`config.mk`:
```
export PLATFORM = sky130hd
export DESIGN_NAME = line_fetch_scheduler
export DESIGN_NICKNAME = d
export VERILOG_FILES = /design/src/rtl/line_fetch_scheduler.sv
export SDC_FILE = /design/constraint.sdc
export NUM_CORES = 1
export LEC_CHECK = 0
export ABC_AREA = 1
export CAP_MARGIN = 10
export CORE_ASPECT_RATIO = 2
export CORE_MARGIN = 2
export CORE_UTILIZATION = 43
export CTS_CLUSTER_DIAMETER = 60
export CTS_CLUSTER_SIZE = 16
export DETAILED_ROUTE_END_ITERATION = 16
export PLACE_DENSITY = 0.71
export SLEW_MARGIN = 20
export SYNTH_ARGS = -nofsm -noshare
export SYNTH_HDL_FRONTEND = slang
export SYNTH_SLANG_ARGS = --single-unit
```
`constraint.sdc`:
```
create_clock -name clk -period 6.5 [get_ports clk]
set_clock_uncertainty 0.15 [all_clocks]
set_input_delay 1.3 -clock clk [delete_from_list [all_inputs] [get_ports clk]]
set_output_delay 1.3 -clock clk [all_outputs]
set_load 0.05 [all_outputs]
```
`src/rtl/line_fetch_scheduler.sv`:
```
// line_fetch_scheduler: per-scanline sprite row fetch into shadow registers.
// Score layer is sequenced only when LINE_FETCH_SCORE_EN is defined.
module line_fetch_scheduler #(
  parameter int HEIGHT = 16,
  parameter int ADDR_W = 6,
  parameter int DATA_W = 16
) (
  input  logic              clk,
  input  logic              reset,
  input  logic              i_line_start,
  input  logic              i_line_commit,
  input  logic [8:0]        i_vpos,
  input  logic [8:0]        i_player_y,
  input  logic [8:0]        i_obstacle_y,
  input  logic [8:0]        i_score_y,
  output logic              o_rom_en,
  output logic [ADDR_W-1:0] o_rom_addr,
  input  logic [DATA_W-1:0] i_rom_data,
  output logic [DATA_W-1:0] o_row_player,
  output logic [DATA_W-1:0] o_row_obstacle,
  output logic [DATA_W-1:0] o_row_score,
  output logic              o_line_valid,
  output logic              o_busy,
  output logic              o_overrun,
  output logic              o_underrun
);

  typedef enum logic [2:0] {
    IDLE    = 3'd0,
    P_ISSUE = 3'd1,
    P_CAP   = 3'd2,
    O_ISSUE = 3'd3,
    O_CAP   = 3'd4,
`ifdef LINE_FETCH_SCORE_EN
    S_ISSUE = 3'd5,
    S_CAP   = 3'd6,
`endif
    DONE    = 3'd7
  } state_t;

`ifdef LINE_FETCH_SCORE_EN
  localparam state_t AFTER_O = S_ISSUE;
`else
  localparam state_t AFTER_O = DONE;
`endif

  state_t            state_q, state_d;
  logic [8:0]        vpos_q, vpos_d;
  logic [DATA_W-1:0] sh_p_q, sh_p_d;
  logic [DATA_W-1:0] sh_o_q, sh_o_d;
  logic [DATA_W-1:0] row_p_q, row_p_d;
  logic [DATA_W-1:0] row_o_q, row_o_d;
  logic              valid_q, valid_d;
  logic              ovr_q, ovr_d;
  logic              und_q, und_d;
  logic              busy;
  logic [8:0]        row_p, row_o;
  logic              act_p, act_o;
  logic              rom_en;
  logic [ADDR_W-1:0] rom_addr;

  // Unsigned 9-bit difference: layers above vpos wrap large and read inactive
  assign row_p = vpos_q - i_player_y;
  assign row_o = vpos_q - i_obstacle_y;
  assign act_p = row_p < 9'(HEIGHT);
  assign act_o = row_o < 9'(HEIGHT);

`ifdef LINE_FETCH_SCORE_EN
  logic [DATA_W-1:0] sh_s_q, sh_s_d;
  logic [DATA_W-1:0] row_s_q, row_s_d;
  logic [8:0]        row_s;
  logic              act_s;

  assign row_s = vpos_q - i_score_y;
  assign act_s = row_s < 9'(HEIGHT);
`else
  logic unused_score_y;

  assign unused_score_y = ^i_score_y;
`endif

  assign busy = (state_q != IDLE) && (state_q != DONE);

  always_comb begin
    state_d  = state_q;
    vpos_d   = vpos_q;
    sh_p_d   = sh_p_q;
    sh_o_d   = sh_o_q;
    row_p_d  = row_p_q;
    row_o_d  = row_o_q;
    valid_d  = valid_q;
    ovr_d    = ovr_q;
    und_d    = und_q;
    rom_en   = 1'b0;
    rom_addr = '0;
`ifdef LINE_FETCH_SCORE_EN
    sh_s_d   = sh_s_q;
    row_s_d  = row_s_q;
`endif

    unique case (state_q)
      P_ISSUE: begin
        if (act_p) begin
          rom_en   = 1'b1;
          rom_addr = ADDR_W'({2'd0, row_p[3:0]});
          state_d  = P_CAP;
        end else begin
          sh_p_d  = '0;
          state_d = O_ISSUE;
        end
      end
      P_CAP: begin
        sh_p_d  = i_rom_data;
        state_d = O_ISSUE;
      end
      O_ISSUE: begin
        if (act_o) begin
          rom_en   = 1'b1;
          rom_addr = ADDR_W'({2'd1, row_o[3:0]});
          state_d  = O_CAP;
        end else begin
          sh_o_d  = '0;
          state_d = AFTER_O;
        end
      end
      O_CAP: begin
        sh_o_d  = i_rom_data;
        state_d = AFTER_O;
      end
`ifdef LINE_FETCH_SCORE_EN
      S_ISSUE: begin
        if (act_s) begin
          rom_en   = 1'b1;
          rom_addr = ADDR_W'({2'd2, row_s[3:0]});
          state_d  = S_CAP;
        end else begin
          sh_s_d  = '0;
          state_d = DONE;
        end
      end
      S_CAP: begin
        sh_s_d  = i_rom_data;
        state_d = DONE;
      end
`endif
      default: ;
    endcase

    // Commit sees the current state; a coincident start then overrides
    if (i_line_commit) begin
      if (state_q == DONE) begin
        row_p_d = sh_p_q;
        row_o_d = sh_o_q;
        valid_d = 1'b1;
        state_d = IDLE;
`ifdef LINE_FETCH_SCORE_EN
        row_s_d = sh_s_q;
`endif
      end else begin
        row_p_d = '0;
        row_o_d = '0;
        valid_d = 1'b0;
        und_d   = 1'b1;
`ifdef LINE_FETCH_SCORE_EN
        row_s_d = '0;
`endif
      end
    end

    if (i_line_start) begin
      vpos_d  = i_vpos;
      state_d = P_ISSUE;
      sh_p_d  = '0;
      sh_o_d  = '0;
`ifdef LINE_FETCH_SCORE_EN
      sh_s_d  = '0;
`endif
      if (busy) ovr_d = 1'b1;
    end
  end

  always_ff @(posedge clk or posedge reset) begin
    if (reset) begin
      state_q <= IDLE;
      vpos_q  <= '0;
      sh_p_q  <= '0;
      sh_o_q  <= '0;
      row_p_q <= '0;
      row_o_q <= '0;
      valid_q <= 1'b0;
      ovr_q   <= 1'b0;
      und_q   <= 1'b0;
    end else begin
      state_q <= state_d;
      vpos_q  <= vpos_d;
      sh_p_q  <= sh_p_d;
      sh_o_q  <= sh_o_d;
      row_p_q <= row_p_d;
      row_o_q <= row_o_d;
      valid_q <= valid_d;
      ovr_q   <= ovr_d;
      und_q   <= und_d;
    end
  end

`ifdef LINE_FETCH_SCORE_EN
  always_ff @(posedge clk or posedge reset) begin
    if (reset) begin
      sh_s_q  <= '0;
      row_s_q <= '0;
    end else begin
      sh_s_q  <= sh_s_d;
      row_s_q <= row_s_d;
    end
  end

  assign o_row_score = row_s_q;
`else
  assign o_row_score = '0;
`endif

  assign o_rom_en       = rom_en;
  assign o_rom_addr     = rom_addr;
  assign o_row_player   = row_p_q;
  assign o_row_obstacle = row_o_q;
  assign o_line_valid   = valid_q;
  assign o_busy         = busy;
  assign o_overrun      = ovr_q;
  assign o_underrun     = und_q;

endmodule

```
==> metrics.md, run 1 <==
| Metric | Value |
|---|---|
| Post-CTS sizing | `0` |
| Die area | `0.0116 mm2` |
| Setup_tns | `0 ps` |
| Area share of the largest cell type after synthesis | `42.9%` |
| Slew @ Worst Pin | `1050 ps` |
| Cells after Synth | `576` |
| Vias in the first global route | `4058` |
| Maximum vdd ir drop | `0.178 mV` |
| Pre-CTS WS | `855 ps` |
| Seq/Total Area, Yosys | `42.9%` |
| Switching power total | `0.402 mW` |
| Max_cap viols | `0` |
| Post-route antenna net violation count | `0` |
| Yosys reg bits | `79` |
| Clk pin slew, worst setup/hold paths | `60 ps` |
| Combinational Power Share | `22.0%` |
| Fin area | `0.00577 mm2` |
| Status | `completed` |
| PortBufs | `88` |
| Critical path endpoint | `o_rom_addr[0]` |
| Mapped cell area | `0.00460 mm2` |
| CTS tree | `yes` |
| Worst R2R Start | `vpos_q[0]$_DFFE_PP0P_` |
| Final Wtd Congestion | `0.829` |
| Leak | `2.88 nW` |
| Flop pwr share | `39.6%` |
| # DRC | `0` |
| Clock root cell | `clkbuf_16` |
| Final WL | `11500 um` |
| Final setup violation count | `0` |
| Final worst-path cycle share | `86.9%` |
| Area growth syn-to-layout | `25.4%` |
| Num CTS Buffers | `9` |
| H-tree depth | `3` |
| Layout cells sized above 1 | `10.7%` |
| First-iteration detailed-routing DRC count | `127` |
| Initial antenna violation count | `0` |
| ANT cells | `0` |
| Ys Warns | `0` |
| RSZ-0062 raised after global routing | `no` |
| Die Width | `77.2 um` |
| Final worst slack | `853 ps` |
| Global-route usage over all layers | `20.6%` |
| Hold_buf cts | `0` |
| Synth Area per Inst | `7.99 um2` |
| Post-DP Area | `0.00548 mm2` |
| First-pass GRT wire length | `18600 um` |
| Reg-to-Reg End | `sh_p_q[11]$_DFFE_PP0P_` |
| Synth cell types | `37` |
| Power per cell area | `225 mW/mm2` |
| Worst-case reg-to-reg path depth | `16` |
| Mean routed wirelength per cell | `14.4 um` |
| CTS Sinks | `79` |
| Rows | `53` |
| CORE AREA | `0.0105 mm2` |
| Maximum buffer depth of the clock tree | `2` |
| Starting density of the core | `43.9%` |
| Sw frac | `31.0%` |
| I/O pin count | `115` |
| Reg-to-reg setup timing slack | `4030 ps` |
| Final std cells w/o fill | `798` |
| Rel. slew slack | `29.3%` |
| Crit-path max FO | `6` |
| DP Cell Count | `782` |
| DP Wirelength | `8790 um` |
| Internal power | `0.895 mW` |
| WP data arrival | `4200 ps` |
| Fill count | `1003` |
| Post CTS Setup Buffer Count | `0` |
| Min-Delay Path Class | `flop to flop` |
| Largest net degree at the start of global routing | `70` |
| Die span in y | `150 um` |
| Worst-Skew Late Latency | `330 ps` |
| Fin util | `55.1%` |
| Worst hold start | `o_underrun$_DFFE_PP0P_` |
| Power share of the clock group | `38.5%` |
| Vias per std cell | `4.95` |
| DRT Pass-1 Iters | `4` |
| Fin. Hold Viols | `0` |
| Worst setup EP type | `output port` |
| Grt total ovfl | `0` |
| Minimum clock period after layout | `5650 ps` |
| Nets | `730` |
| Synth area leader | `dfrtp_1` |
| Synth area leaders | `dfrtp_1, nand2_1, inv_1` |
| Fmax | `177 MHz` |
| Routed vias | `3954` |
| Critical path origin | `i_player_y[0]` |
| Required @ worst endpoint | `5050 ps` |
| Slew Viols, Final | `0` |
| Crit Path Class | `input port to output port` |
| Startpoint Class | `input port` |
## worst min path at each step
stage	end	slack, ps	depth (start not counted)
final	o_underrun$_DFFE_PP0P_	320	1
after global routing	o_underrun$_DFFE_PP0P_	340	1
after CTS	o_underrun$_DFFE_PP0P_	320	1
after detailed placement	o_underrun$_DFFE_PP0P_	300	1
after global placement	o_underrun$_DFFE_PP0P_	300	1
after floorplan	vpos_q[2]$_DFFE_PP0P_	320	2
## layout by cell type (no fill, tap or decap), types with 6 or more instances in the layout
cell,instances
nand2_1,137
o21ai_0,38
conb_1,17
nand3_2,24
nand3_1,71
inv_2,7
nand2_2,8
ha_1,16
dfrtp_1,79
inv_1,98
clkdlybuf4s50_1,87
a21oi_1,6
clkbuf_16,9
nor2_1,18
## flip-flops by register name (all words and copies together) (netlist names)
| name | cells |
|---|---|
| o_line_valid | 1 |
| o_overrun | 1 |
| o_row_obstacle | 16 |
| o_row_player | 16 |
| o_underrun | 1 |
| sh_o_q | 16 |
| sh_p_q | 16 |
| state_q | 3 |
| vpos_q | 9 |
## power by group through the flow
stage / logic [mW] / registers (mW) / clock network (mW)
floorplan: 0.224 / 0.522 / 0
global placement: 0.277 / 0.521 / 0
detailed placement: 0.285 / 0.522 / 0
CTS: 0.286 / 0.513 / 0.510
global route: 0.316 / 0.514 / 0.534
finish: 0.285 / 0.513 / 0.499
## final cells by class
cell class                 count  area (um2)  area share (%)
timing repair buffer          92         906            15.7
sequential                    79        1980            34.2
clock buffer                  10         229            3.97
inverter                     105         394            6.83
multi-input combinational    369        2030            35.1
clock inverter                 6        68.8            1.19
tap                          137         171            2.97
## cells in the mapped netlist, drive strengths merged
library cell	count
a21boi	1
nor2	23
conb	1
dfrtp	79
nand3	95
a21o	1
o22ai	4
o21ai	39
nand3b	3
buf	26
xor2	2
ha	16
clkbuf	13
a21oi	7
nand4	4
xnor2	4
nand2	148
inv	105
nor3	1
o211ai	1
o21bai	1
fa	2
## worst max-delay path: stages
cell and delay [ps]:
clkdlybuf4s50_1 410, ha_1 230, fa_1 410, inv_1 90
nand3_2 100, nand2_2 120, nand2_1 90, nand2_1 70
nand2_1 40, nand2_1 70, inv_2 40, nor2_4 100
nand2_4 100, o22ai_1 180, clkdlybuf4s50_1 830
## per-stage QoR
step                      hold slack [ps]  total power [mW]
after global placement                297             0.798
after CTS                             319              1.31
after detailed placement              305             0.807
after floorplan                       321             0.746
final                                 317              1.30
after global routing                  344              1.36
## per-layer routing
layer / vias to the layer above / GRT usage (%) / share of wire (%)
met2: 104 / 40.5 / 57
met1: 1879 / 19.6 / 35
met4: 0 / 11.5 / 3.5
li1: 1939 / - / -
met5: - / 0 / 0
met3: 32 / 3.54 / 3.6
## cell families (layout without fill, tap and decap cells)
group | Yosys count | count (layout) | synth area share, %
buf+inv | 144 | 213 | 14.4
xor+xnor | 6 | 6 | 1.14
fa+ha+maj | 18 | 18 | 5.22
other cells | 1 | 17 | 0.0814
flops | 79 | 79 | 42.9
simple gates | 274 | 274 | 29.9
compound gates | 54 | 54 | 6.28
(Power assumes the default switching activity.)
==> run 2, diff against run 1 <==
--- a/config.mk
+++ b/config.mk
@@ -6,7 +6,7 @@
 export NUM_CORES = 1
 export LEC_CHECK = 0
 export ABC_AREA = 1
-export CAP_MARGIN = 10
+export CAP_MARGIN = 25
 export CORE_ASPECT_RATIO = 2
 export CORE_MARGIN = 2
 export CORE_UTILIZATION = 43
==> metrics.md, run 2 (same netlist as run 1, synthesis figures left out) <==
| Metric | Value |
|---|---|
| Status | `completed` |
| Most frequent CP cell | `nand2_1` |
| Worst-Skew Late Latency | `330 ps (about the same)` |
| Mean routed wirelength per cell | `14.4 um (-0.19%)` |
| Fmax | `177 MHz (about the same)` |
| Delay of the slowest cell on the worst path | `830 ps (about the same)` |
| Vias per std cell | `4.99 (+0.61%)` |
| Final Wtd Congestion | `0.829 (unchanged)` |
| Post-route antenna net violation count | `0 (unchanged)` |
| # DRC | `0 (unchanged)` |
| Tightest hold margin | `317 ps (+0.100 ps)` |
| H-tree depth | `3 (unchanged)` |
| ANT cells | `0 (unchanged)` |
| Maximum buffer depth of the clock tree | `2 (unchanged)` |
| Setup_tns | `0 ps (unchanged)` |
| RSZ-0062 raised after global routing | `no` |
| CP max stage cell | `clkdlybuf4s50_1` |
| Rel. slew slack | `43.4% (+14 points)` |
| Crit Path Class | `input port to output port` |
| Power Total | `1.30 mW (about the same)` |
| Minimum clock period after layout | `5650 ps (+1.94 ps)` |
| Final setup violation count | `0 (unchanged)` |
| PortBufs | `88 (unchanged)` |
| Final WL | `11500 um (about the same)` |
| Worst R2R Start | `vpos_q[0]$_DFFE_PP0P_` |
| Fin. Hold Viols | `0 (unchanged)` |
| DRT Pass-1 Iters | `6 (+2)` |
| Routed vias | `3988 (+0.86%)` |
| Clock root cell | `clkbuf_16` |
| First-pass GRT wire length | `18600 um (unchanged)` |
| Area growth syn-to-layout | `26.0%` |
| Min-Delay Path Class | `flop to flop` |
| Most frequent cells in the layout | `nand2_1, inv_1, clkdlybuf4s50_1` |
| Leak | `2.90 nW (+0.51%)` |
| Crit-path cells | `clkdlybuf4s50_1 -> ha_1 -> fa_1 -> inv_1 -> nand3_2 -> nand2_2 -> nand2_1 -> nand2_1 -> nand2_1 -> nand2_1 -> inv_2 -> nor2_4 -> nand2_4 -> o22ai_1 -> clkdlybuf4s50_1` |
| Grt total ovfl | `0 (unchanged)` |
| CTS tree | `yes` |
| Layout cells sized above 1 | `11.0% (+0.27 points)` |
| Max_cap viols | `0 (unchanged)` |
| DP Wirelength | `8790 um (unchanged)` |
| Worst hold start | `o_underrun$_DFFE_PP0P_` |
| Rows | `53 (unchanged)` |
| Slew @ Worst Pin | `849 ps (-205 ps)` |
| Most common cell after layout, fill and taps aside | `nand2_1` |
| Power per cell area | `224 mW/mm2 (-0.40%)` |
| Die Width | `77.2 um (unchanged)` |
| CTS Sinks | `79 (unchanged)` |
| Critical path origin | `i_player_y[0]` |
| Post CTS Setup Buffer Count | `0 (unchanged)` |
| Worst setup EP type | `output port` |
| CORE AREA | `0.0105 mm2 (unchanged)` |
| Starting density of the core | `43.9% (unchanged)` |
| Initial antenna violation count | `0 (unchanged)` |
| Required @ worst endpoint | `5050 ps (about the same)` |
| Die area | `0.0116 mm2 (unchanged)` |
| Final worst-path cycle share | `86.9% (about the same)` |
| First-iteration detailed-routing DRC count | `102 (-20%)` |
| Num CTS Buffers | `9 (unchanged)` |
| Maximum vdd ir drop | `0.178 mV (+0.17%)` |
| Die span in y | `150 um (unchanged)` |
| Largest net degree at the start of global routing | `70 (unchanged)` |
| Nets | `732 (+0.27%)` |
| WP data arrival | `4200 ps (about the same)` |
| Vias in the first global route | `4058 (unchanged)` |
| Post-CTS sizing | `0 (unchanged)` |
| Global-route usage over all layers | `20.6% (unchanged)` |
| I/O pin count | `115 (unchanged)` |
| Slew Viols, Final | `0 (unchanged)` |
| Hold_buf cts | `0 (unchanged)` |
| Clk pin slew, worst setup/hold paths | `60 ps (about the same)` |
| Startpoint Class | `input port` |
| Crit-path max FO | `6 (unchanged)` |
==> run 2: cell count changes in the layout (fill, tap and decap cells not counted) <==
cell and delta:
buf_4 +1, buf_12 +1
==> run 2: metrics by stage <==
stage | instance area (um2) | setup slack (ps) | utilization, % | std cells
detailed placement | 5480 | 855 | 52.3 | 782
global placement | 5480 | 944 | 52.3 | 782
global route | 5800 | 632 | 55.4 | 800
floorplan | 4660 | 1710 | - | 592
CTS | 5770 | 843 | 55.1 | 798
finish | 5800 | 851 | 55.4 | 800
==> run 2: layout make-up <==
cell class	count	area [um2]
Tap cell	137	171
Multi-Input combinational cell	369	2030
Inverter	105	394
Clock buffer	10	229
Sequential cell	79	1980
Timing Repair Buffer	94	933
Fill cell	999	4680
Clock inverter	6	68.8
==> run 2: report_power, final <==
part | internal, mW | leakage, nW | switching (mW)
Sequential | 0.502 | 1.07 | 0.0109
Clock | 0.299 | 0.131 | 0.200
Combinational | 0.0954 | 1.70 | 0.191
Total | 0.896 | 2.90 | 0.401
==> run 2: path summary, 6_finish.rpt <==
check | to | slack [ps] | depth (start not counted)
min | o_underrun$_DFFE_PP0P_ | 320 | 1
max | o_rom_addr[0] | 850 | 15
max in group asynchronous | o_row_obstacle[0]$_DFFE_PP0P_ | 4000 | 3
min reg2reg | o_underrun$_DFFE_PP0P_ | 320 | 1
max reg2reg | sh_p_q[11]$_DFFE_PP0P_ | 4040 | 16
min in group asynchronous | vpos_q[8]$_DFFE_PP0P_ | 1070 | 2
==> run 2: per-layer routing <==
metal,wire length (um),up-vias,track usage (%)
met5,0,-,0
met4,418,0,11.5
met3,450,34,3.54
met2,6670,129,40.5
met1,3940,1887,19.6
li1,-,1938,-
==> run 2: worst max-delay path: cells and delay by family <==
family / cells / cell delay [ps]
and+or+nand+nor: 8 / 690
AOI/OAI and AO/OA: 1 / 180
buffers and inverters: 4 / 1370
adders and majority gates: 2 / 640
==> run 3, diff against run 2 <==
--- a/config.mk
+++ b/config.mk
@@ -10,6 +10,7 @@
 export CORE_ASPECT_RATIO = 2
 export CORE_MARGIN = 2
 export CORE_UTILIZATION = 43
+export CTS_BUF_LIST = sky130_fd_sc_hd__clkbuf_8 sky130_fd_sc_hd__clkbuf_16
 export CTS_CLUSTER_DIAMETER = 60
 export CTS_CLUSTER_SIZE = 16
 export DETAILED_ROUTE_END_ITERATION = 16
==> metrics.md, run 3 (same netlist as run 1, synthesis figures left out) <==
| Metric | Value |
|---|---|
| Status | `completed` |
| RSZ-0062 raised after global routing | `no` |
| Routed vias | `3988 (unchanged)` |
| CTS Sinks | `79 (unchanged)` |
| DP Cell Count | `782 (unchanged)` |
| Final setup violation count | `0 (unchanged)` |
| Final worst-path cycle share | `86.9% (unchanged)` |
| Rel. slew slack | `43.4% (unchanged)` |
| Hold_buf cts | `0 (unchanged)` |
| Grt total ovfl | `0 (unchanged)` |
| Min-Delay Path Class | `flop to flop` |
| Mean routed wirelength per cell | `14.4 um (unchanged)` |
| DRT Pass-1 Iters | `6 (unchanged)` |
| Setup_tns | `0 ps (unchanged)` |
| Slew Viols, Final | `0 (unchanged)` |
| Required @ worst endpoint | `5050 ps (about the same)` |
| Vias in the first global route | `4058 (unchanged)` |
| WP data arrival | `4200 ps (about the same)` |
| Post CTS Setup Buffer Count | `0 (unchanged)` |
| Largest net degree at the start of global routing | `70 (unchanged)` |
| Post-route antenna net violation count | `0 (unchanged)` |
| Power per cell area | `223 mW/mm2 (-0.11%)` |
| PortBufs | `88 (unchanged)` |
| Final WL | `11500 um (unchanged)` |
| Worst setup EP type | `output port` |
| Slew @ Worst Pin | `849 ps (unchanged)` |
| Tightest hold margin | `317 ps (unchanged)` |
| Nets | `732 (unchanged)` |
| # DRC | `0 (unchanged)` |
| Post-CTS sizing | `0 (unchanged)` |
| Minimum clock period after layout | `5650 ps (unchanged)` |
| First-pass GRT wire length | `18600 um (unchanged)` |
| Layout cells sized above 1 | `11.0% (unchanged)` |
| Startpoint Class | `input port` |
| Crit-path max FO | `6 (unchanged)` |
| Crit Path Class | `input port to output port` |
| Fmax | `177 MHz (unchanged)` |
| I/O pin count | `115 (unchanged)` |
| Worst-Skew Late Latency | `330 ps (about the same)` |
| Vias per std cell | `4.99 (unchanged)` |
| Max_cap viols | `0 (unchanged)` |
| Maximum buffer depth of the clock tree | `2 (unchanged)` |
| Global-route usage over all layers | `20.6% (unchanged)` |
| Initial antenna violation count | `0 (unchanged)` |
| Fill count | `999 (unchanged)` |
| ANT cells | `0 (unchanged)` |
| Area growth syn-to-layout | `26.0% (unchanged)` |
| First-iteration detailed-routing DRC count | `102 (unchanged)` |
| Die area | `0.0116 mm2 (unchanged)` |
| Most frequent cells in the layout | `nand2_1, inv_1, clkdlybuf4s50_1` |
| Maximum vdd ir drop | `0.174 mV (-2.0%)` |
| Most common cell after layout, fill and taps aside | `nand2_1` |
| CTS tree | `yes` |
| Leak | `2.90 nW (+0.14%)` |
| DP Wirelength | `8790 um (unchanged)` |
| CORE AREA | `0.0105 mm2 (unchanged)` |
| Num CTS Buffers | `9 (unchanged)` |
| Fin. Hold Viols | `0 (unchanged)` |
| Clock root cell | `clkbuf_16` |
| Final std cells w/o fill | `800 (unchanged)` |
| Final Wtd Congestion | `0.829 (unchanged)` |
| Rows | `53 (unchanged)` |
| Die Width | `77.2 um (unchanged)` |
| Clk pin slew, worst setup/hold paths | `60 ps (about the same)` |
| Die span in y | `150 um (unchanged)` |
| Starting density of the core | `43.9% (unchanged)` |
| H-tree depth | `3 (unchanged)` |
-- run 3: cell types whose count changed in the layout (fill, tap and decap cells not counted) --
| cell | change |
|---|---|
| inv_1 | +1 |
| clkbuf_1 | -1 |
-- run 3: area by class of cell --
class | count | area [um2] | area share, %
inverters | 105 | 394 | 6.79
multi-input cells | 369 | 2030 | 34.9
flip-flops and latches | 79 | 1980 | 34.1
well taps | 137 | 171 | 2.96
repair buffers | 94 | 933 | 16.1
clock inverters | 7 | 72.6 | 1.25
clock buffers | 9 | 225 | 3.88
-- run 3: routing by layer --
layer / track usage (%) / share of wire (%)
met5: 0 / 0
met4: 11.5 / 3.6
met3: 3.54 / 3.9
met2: 40.5 / 58
met1: 19.6 / 34
-- run 3: power breakdown --
| part | internal (mW) | total, mW | switching [mW] |
|---|---|---|---|
| clock network | 0.297 | 0.497 | 0.200 |
| logic | 0.0954 | 0.286 | 0.191 |
| registers | 0.502 | 0.513 | 0.0109 |
-- run 3: through the flow --
stage / total power [mW] / utilization (%) / area, um2 / setup slack, ps
3_3_place_gp: 0.798 / 52.3 / 5480 / 944
5_1_grt: 1.36 / 55.4 / 5800 / 632
2_1_floorplan: 0.746 / - / 4660 / 1710
3_5_place_dp: 0.807 / 52.3 / 5480 / 855
6_report: 1.30 / 55.4 / 5800 / 851
4_1_cts: 1.31 / 55.1 / 5770 / 843
-- run 3: path summary, 6_finish.rpt --
| path | startpoint | endpoint | slack, ps | cells after the start |
|---|---|---|---|---|
| max reg2reg | vpos_q[0]$_DFFE_PP0P_ | sh_p_q[11]$_DFFE_PP0P_ | 4040 | 16 |
| max in group asynchronous | reset | o_row_obstacle[0]$_DFFE_PP0P_ | 4000 | 3 |
| min | o_underrun$_DFFE_PP0P_ | o_underrun$_DFFE_PP0P_ | 320 | 1 |
| max | i_player_y[0] | o_rom_addr[0] | 850 | 15 |
| min reg2reg | o_underrun$_DFFE_PP0P_ | o_underrun$_DFFE_PP0P_ | 320 | 1 |
| min in group asynchronous | reset | vpos_q[8]$_DFFE_PP0P_ | 1070 | 2 |
-- run 3: critical path, stage by stage --
cell             delay (ps)
clkdlybuf4s50_1         410
ha_1                    230
fa_1                    410
inv_1                    90
nand3_2                 100
nand2_2                 120
nand2_1                  90
nand2_1                  70
nand2_1                  40
nand2_1                  70
inv_2                    40
nor2_4                  100
nand2_4                 100
o22ai_1                 180
clkdlybuf4s50_1         830
